[config.mk]
export PLATFORM = sky130hd
export DESIGN_NAME = rx_sample_ring_ctrl
export DESIGN_NICKNAME = d
export VERILOG_FILES = /design/src/rtl/rx_buf_pkg.sv /design/src/rtl/rx_BRAM_16_128.sv /design/src/rtl/rx_sample_ring_ctrl.sv
export SDC_FILE = /design/constraint.sdc
export NUM_CORES = 2
export LEC_CHECK = 0
export BUFFER_PORTS_ARGS = -buffer_cell sky130_fd_sc_hd__buf_2
export CORE_UTILIZATION = 50
export CTS_CLUSTER_SIZE = 16
export DETAILED_ROUTE_END_ITERATION = 8
export GPL_ROUTABILITY_DRIVEN = 0
export PLACE_DENSITY = 0.68
export SLEW_MARGIN = 20
export SYNTH_ARGS = -nofsm -noshare
export SYNTH_HDL_FRONTEND = slang
export SYNTH_SLANG_ARGS = --single-unit
[constraint.sdc]
create_clock -name clk -period 3.4 [get_ports clk]
set_clock_uncertainty 0.2 [all_clocks]
set_input_delay 0.85 -clock clk [delete_from_list [all_inputs] [get_ports clk]]
set_output_delay 0.85 -clock clk [all_outputs]
set_load 0.02 [all_outputs]
[src/rtl/rx_buf_pkg.sv]
// Shared constants and FSM encoding for the RX sample ring buffer.
package rx_buf_pkg;

  localparam int DEPTH = 128;  // ring depth in samples
  localparam int AW    = 7;    // ring address width, log2(DEPTH)
  localparam int DW    = 16;   // sample width
  localparam int LW    = 8;    // lag/length/fill width, holds 0..DEPTH

  // Window-read sequencer states.
  typedef enum logic [1:0] {
    IDLE  = 2'd0,
    READ  = 2'd1,
    DRAIN = 2'd2
  } rd_state_e;

  // Ring address 'lag' samples behind 'ptr'. A lag of DEPTH folds to zero,
  // i.e. the slot the next write would overwrite, which is the oldest sample.
  function automatic logic [AW-1:0] ring_sub(input logic [AW-1:0] ptr,
                                             input logic [LW-1:0] lag);
    return ptr - lag[AW-1:0];
  endfunction

endpackage

[src/rtl/rx_BRAM_16_128.sv]
// 128 x 16 simple dual-port sample RAM: port a writes, port b reads with a
// one-cycle registered output. Read-first on a same-address collision.
module rx_BRAM_16_128
  import rx_buf_pkg::*;
(
  input  logic          clk,
  input  logic          rst,
  input  logic          ena,
  input  logic          wea,
  input  logic [AW-1:0] addra,
  input  logic [DW-1:0] dia,
  input  logic          enb,
  input  logic [AW-1:0] addrb,
  output logic [DW-1:0] dob
);

  logic [DW-1:0] mem_q [DEPTH];
  logic [DW-1:0] dob_q;
  logic [DW-1:0] dob_d;

  // Write port: store the sample when port a is enabled for writing.
  // NOTE: the array has no reset branch on purpose; a reset loop over the
  // array would stop it mapping onto block RAM. Stale contents are harmless
  // because the controller's fill count gates what can be read.
  always_ff @(posedge clk) begin
    if (ena && wea) begin
      mem_q[addra] <= dia;
    end
  end

  // Next read-register value: load on enable, otherwise hold.
  always_comb begin
    dob_d = dob_q;
    if (enb) begin
      dob_d = mem_q[addrb];
    end
  end

  // Read register: with non-blocking assignment the array is sampled before
  // this cycle's write lands, which gives read-first collision behaviour.
  always_ff @(posedge clk) begin
    if (rst) begin
      dob_q <= '0;
    end else begin
      dob_q <= dob_d;
    end
  end

  assign dob = dob_q;

endmodule

[src/rtl/rx_sample_ring_ctrl.sv]
// Circular-buffer controller for the RX sample RAM. Every incoming sample is
// written into a 128-deep ring; on request a window of recent samples is
// streamed back out oldest-first.
module rx_sample_ring_ctrl
  import rx_buf_pkg::*;
(
  input  logic          clk,
  input  logic          rrx_rst,
  input  logic          smp_valid,
  input  logic [DW-1:0] smp_data,
  input  logic          rd_start,
  input  logic [LW-1:0] rd_lag,
  input  logic [LW-1:0] rd_len,
  output logic          rd_busy,
  output logic          rd_valid,
  output logic [DW-1:0] rd_data,
  output logic          rd_last,
  output logic          rd_err,
  output logic [LW-1:0] fill_cnt
);

  localparam logic [LW-1:0] FILL_MAX = LW'(DEPTH);

  // Write-side state.
  logic [AW-1:0] wr_ptr_q, wr_ptr_d;
  logic [LW-1:0] fill_q,   fill_d;

  // Read-side state.
  rd_state_e     state_q,  state_d;
  logic [AW-1:0] rd_ptr_q, rd_ptr_d;
  logic [LW-1:0] rem_q,    rem_d;
  logic          valid_q,  valid_d;
  logic          last_q,   last_d;
  logic          err_q,    err_d;

  logic          req_ok;
  logic          enb;
  logic          last_issue;
  logic [DW-1:0] dob;

  // Request qualification against the samples currently held in the ring.
  always_comb begin
    req_ok = (rd_lag != '0) && (rd_lag <= fill_q) &&
             (rd_len != '0) && (rd_len <= rd_lag);
  end

  // Write pointer and fill counter; writes are never stalled.
  // NOTE: every output of a combinational block gets a default before any
  // branch, otherwise an unassigned path infers a latch.
  always_comb begin
    wr_ptr_d = wr_ptr_q;
    fill_d   = fill_q;
    if (smp_valid) begin
      wr_ptr_d = wr_ptr_q + AW'(1);
      if (fill_q != FILL_MAX) begin
        fill_d = fill_q + LW'(1);
      end
    end
  end

  // Window sequencer: accept or reject requests, issue one RAM read per
  // cycle in READ, and wait one cycle in DRAIN for the final data.
  always_comb begin
    state_d    = state_q;
    rd_ptr_d   = rd_ptr_q;
    rem_d      = rem_q;
    err_d      = 1'b0;
    enb        = 1'b0;
    last_issue = 1'b0;
    unique case (state_q)
      IDLE: begin
        if (rd_start) begin
          if (req_ok) begin
            state_d  = READ;
            rd_ptr_d = ring_sub(wr_ptr_q, rd_lag);
            rem_d    = rd_len;
          end else begin
            err_d = 1'b1;
          end
        end
      end
      READ: begin
        enb      = 1'b1;
        rd_ptr_d = rd_ptr_q + AW'(1);
        rem_d    = rem_q - LW'(1);
        err_d    = rd_start;
        if (rem_q == LW'(1)) begin
          last_issue = 1'b1;
          state_d    = DRAIN;
        end
      end
      DRAIN: begin
        err_d   = rd_start;
        state_d = IDLE;
      end
      default: begin
        state_d = IDLE;
      end
    endcase
    // Data returns one cycle after issue, so valid/last trail enb by one.
    valid_d = enb;
    last_d  = last_issue;
  end

  // All controller state, including the registered valid/last/err outputs.
  // Synchronous reset aborts any window in flight.
  always_ff @(posedge clk) begin
    if (rrx_rst) begin
      wr_ptr_q <= '0;
      fill_q   <= '0;
      state_q  <= IDLE;
      rd_ptr_q <= '0;
      rem_q    <= '0;
      valid_q  <= 1'b0;
      last_q   <= 1'b0;
      err_q    <= 1'b0;
    end else begin
      wr_ptr_q <= wr_ptr_d;
      fill_q   <= fill_d;
      state_q  <= state_d;
      rd_ptr_q <= rd_ptr_d;
      rem_q    <= rem_d;
      valid_q  <= valid_d;
      last_q   <= last_d;
      err_q    <= err_d;
    end
  end

  rx_BRAM_16_128 u_ring_ram (
    .clk   (clk),
    .rst   (rrx_rst),
    .ena   (smp_valid),
    .wea   (smp_valid),
    .addra (wr_ptr_q),
    .dia   (smp_data),
    .enb   (enb),
    .addrb (rd_ptr_q),
    .dob   (dob)
  );

  assign rd_busy  = (state_q != IDLE);
  assign rd_valid = valid_q;
  assign rd_last  = last_q;
  assign rd_err   = err_q;
  assign rd_data  = dob;
  assign fill_cnt = fill_q;

endmodule
==> impl_metrics.sql <==
INSERT INTO impl_metrics (metric_group, metric, value, unit) VALUES
('placed_design', 'placed_wire_length_estimate', '136', 'mm'),
('placed_design', 'place.port_buffers', '63', ''),
('detailed_routing', 'highest-signal-layer', 'met5', ''),
('critical_path', 'cp_data_required_time', '3.94', 'ns'),
('synthesis', 'syn_inst', '3956', ''),
('timing', 'whs', '0.109', 'ns'),
('status', 'outcome', 'finished, final reports clean', ''),
('finish', 'final.fill_count', '11800', ''),
('finish', 'final_layout_size_suffix_gt1_share', '27.7', '%'),
('clocking', 'cts_hold_buffers', '0', ''),
('floorplanning', 'die-area', '0.166', 'mm2'),
('clocking', 'cts_inserted_buffers', '205', ''),
('timing', 'post_layout_minimum_cycle_time', '3.28', 'ns'),
('clocking', 'htree_num_levels', '4', ''),
('critical_path', 'crit_path_max_incr_delay', '0.56', 'ns'),
('synthesis', 'synthesis.area_per_instance', '20.8', 'um2'),
('power_and_ir_drop', 'vdd.ir_drop.worst', '0.543', 'mV'),
('critical_path', 'path_max_fanout', '25', ''),
('synthesis', 'ys.flop_type', 'edfxtp_1', ''),
('synthesis', 'synth_enable_flop_cells', '2048', ''),
('clocking', 'clkSlewWorstSetupHoldPaths', '0.06', 'ns'),
('global_routing', 'grt_pass1_wl', '308', 'mm'),
('global_routing', 'grt_remaining_overflow', '0', ''),
('timing', 'layout_worst_path_cycle_share', '96.6', '%'),
('critical_path', 'setup.worst_path.end_class', 'flop', ''),
('timing', 'max_freq', '305', 'MHz'),
('synthesis', 'synth.net_count', '4025', ''),
('detailed_routing', 'vias_cell', '6.38', ''),
('critical_path', 'path_class', 'reg2reg', ''),
('detailed_routing', 'route.met2.wl', '98.9', 'mm'),
('timing', 'max-slew-margin-rel', '24.1', '%'),
('critical_path', 'crit_path_cell_trace', 'buf_12 > buf_12 > mux4_2 > nand2_1 > a21oi_1 > a21oi_1 > a21oi_1 > a2111oi_2 > a211oi_1', ''),
('global_routing', 'grtUsageTotal', '26.0', '%'),
('power_and_ir_drop', 'power.density_cell_area', '613', 'mW/mm2'),
('detailed_routing', 'ant_nets', '0', ''),
('floorplanning', 'fp.dieW', '408', 'um'),
('critical_path', 'critPathLaunchType', 'flop', ''),
('finish', 'syn_to_final_growth', '14.5', '%'),
('floorplanning', 'floorplan.initialDensity', '50.5', '%'),
('clocking', 'clock_latency_late_sink', '0.85', 'ns'),
('power_and_ir_drop', 'power_leakage', '29.5', 'nW'),
('detailed_routing', 'detail_route.wirelength', '217', 'mm'),
('clocking', 'tritoncts_clock_tree', 'done', ''),
('synthesis', 'synthArstFlopShare', '0', '%'),
('detailed_routing', 'drt_pre_antenna_iters', '7', ''),
('synthesis', 'distinct_cells_synth', '75', ''),
('critical_path', 'cp_slowest_cell', 'dfxtp_4', ''),
('global_routing', 'grt_pass1_vias', '41700', ''),
('clocking', 'ctsRootBufferMaster', 'clkbuf_16', ''),
('timing', 'timing.setup.tns', '0', 'ns'),
('clocking', 'clock-sinks', '2099', ''),
('synthesis', 'number_of_synthesized_register_bits', '2099', ''),
('clocking', 'post-cts-setup-buffers', '0', ''),
('timing', 'worst_pin_slew', '1.13', 'ns'),
('clocking', 'clk_path_buf_depth', '3', ''),
('synthesis', 'yosys_warnings', '0', ''),
('timing', 'timing_hold_violations_final', '0', ''),
('min_path', 'min-delay-path-class', 'in2reg', ''),
('floorplanning', 'rows', '148', ''),
('detailed_routing', 'detailroute.via_count', '42900', ''),
('clocking', 'cts-resized-gates', '0', ''),
('floorplanning', 'design.core.area', '0.163', 'mm2'),
('detailed_routing', 'wire_per_inst', '32.2', 'um'),
('detailed_routing', 'wirelength_met1', '86.7', 'mm'),
('critical_path', 'timing.critical_path.arrival', '3.82', 'ns'),
('detailed_routing', 'wl_met3', '23.1', 'mm'),
('floorplanning', 'ioPinCount', '64', ''),
('synthesis', 'fraction_of_the_yosys_area_taken_by_sequential_cells', '76.0', '%'),
('global_routing', 'grt_start_max_net_pins', '129', ''),
('detailed_routing', 'drc_errors', '0', ''),
('run', 'cap_violations', '0', ''),
('global_routing', 'antenna_found_initial', '6', ''),
('timing', 'rsz0062_at_grt', 'no', ''),
('detailed_routing', 'dr.first_iter.drc_count', '6279', ''),
('critical_path', 'crit_top_cell', 'a21oi_1', ''),
('floorplanning', 'height_of_the_chip', '408', 'um'),
('finish', 'numnets_final', '4450', ''),
('timing', 'setup_viol_count_final', '0', ''),
('timing', 'slew_viol_final', '0', ''),
('critical_path', 'worst_reg_to_reg_setup_slack', '0.12', 'ns'),
('synthesis', 'synth.cell_area', '0.0823', 'mm2');
## final timing paths
| check | from | end | depth (start not counted) |
|---|---|---|---|
| min | smp_data[0] | u_ring_ram.mem_q[16][0] | 1 |
| max | rd_ptr_q[0] | u_ring_ram.dob[13] | 9 |
| max reg2reg | rd_ptr_q[0] | u_ring_ram.dob[13] | 9 |
| min reg2reg | rem_q[6] | rem_q[6] | 2 |
## sequential cells by signal (all words and copies together) (netlist names), 2 cells and up
| register | cells |
|---|---|
| u_ring_ram.mem_q | 2048 |
| u_ring_ram.dob | 16 |
| fill_cnt | 8 |
| rem_q | 8 |
| rd_ptr_q | 7 |
| wr_ptr_q | 7 |
| state_q | 2 |
## cell families (layout without fill, tap and decap cells)
logic type | count (synthesis) | in the layout | share of synthesized area [%]
and+or+nand+nor | 476 | 476 | 2.69
DFF | 2099 | 2099 | 76.0
muxes | 663 | 663 | 15.3
buffers and inverters | 256 | 843 | 1.93
AOI/OAI and AO/OA | 414 | 414 | 3.44
xor gates and xnor gates | 15 | 15 | 0.160
adders and majority gates | 33 | 33 | 0.511
other | 0 | 4 | 0
## layout make-up
type	instances	area (um2)	area share (%)
Inverter	33	126	0.134
Multi-Input combinational cell	1601	18200	19.4
Tap cell	2175	2720	2.89
Antenna cell	4	10.0	0.0106
Clock inverter	113	1220	1.29
Clock buffer	256	5430	5.77
Timing Repair Buffer	441	3890	4.14
Sequential cell	2099	62500	66.4
## layer usage
metal  vias up  track usage, %
li1      17400               -
met1     22700            38.0
met2      2482            38.8
met3       357            5.72
met4         4            9.32
met5         -               0
## power by group
part	internal (mW)	leakage (nW)	switching, mW	total (mW)
Clock	12.5	3.20	9.89	22.3
Combinational	2.61	7.47	4.14	6.75
Sequential	28.5	18.8	0.174	28.7
Total	43.6	29.5	14.2	57.8
## worst max-delay path, delay by kind of cell, from the launching register on
family	cells	cell delay (ns)
buffers and inverters	2	0.49
DFF	1	0.56
muxes	1	0.53
and+or+nand+nor	1	0.11
AOI/OAI and AO/OA	5	1.24
## per-stage QoR
step	power, mW	cells	utilization (%)	worst slack (ns)	cell area [um2]
detailed placement	35.9	6349	53.7	0.0847	87500
finish	57.8	6722	57.8	0.116	94200
floorplan	32.9	3956	-	0.125	82300
CTS	57.9	6718	57.8	0.140	94100
global route	59.2	6719	57.8	0.0493	94200
global placement	35.8	6349	53.7	0.132	87500
## Yosys cell counts, types with 15 or more instances
| cell | instances | area share (%) |
|---|---|---|
| a211oi_1 | 41 | 0.37 |
| a21oi_1 | 82 | 0.50 |
| a221oi_1 | 15 | 0.16 |
| a22oi_1 | 23 | 0.21 |
| buf_2 | 39 | 0.24 |
| buf_4 | 53 | 0.48 |
| buf_6 | 41 | 0.56 |
| clkbuf_1 | 80 | 0.37 |
| dfxtp_1 | 51 | 1.2 |
| edfxtp_1 | 2048 | 75 |
| ha_1 | 32 | 0.49 |
| inv_1 | 31 | 0.14 |
| mux2_2 | 26 | 0.36 |
| mux2i_1 | 167 | 2.0 |
| mux4_2 | 468 | 13 |
| nand2_1 | 97 | 0.44 |
| nand3_1 | 27 | 0.16 |
| nand4_1 | 18 | 0.14 |
| nor2_1 | 194 | 0.89 |
| nor2b_1 | 32 | 0.24 |
| nor3_1 | 34 | 0.21 |
| nor4_1 | 19 | 0.14 |
| o21ai_0 | 46 | 0.28 |
| o221ai_1 | 16 | 0.17 |
| o22ai_1 | 89 | 0.68 |
## cells in the final DEF (no fill, tap or decap), types with 47 or more instances in the layout
cell,Yosys,layout
nand2_1,97,97
buf_4,53,338
a21oi_1,82,82
buf_2,39,47
clkbuf_16,0,205
o22ai_1,89,89
buf_12,3,56
edfxtp_1,2048,2048
mux4_2,468,468
nor2_1,194,188
mux2i_1,167,167
No activity file was read; power rests on OpenSTA's default activity.
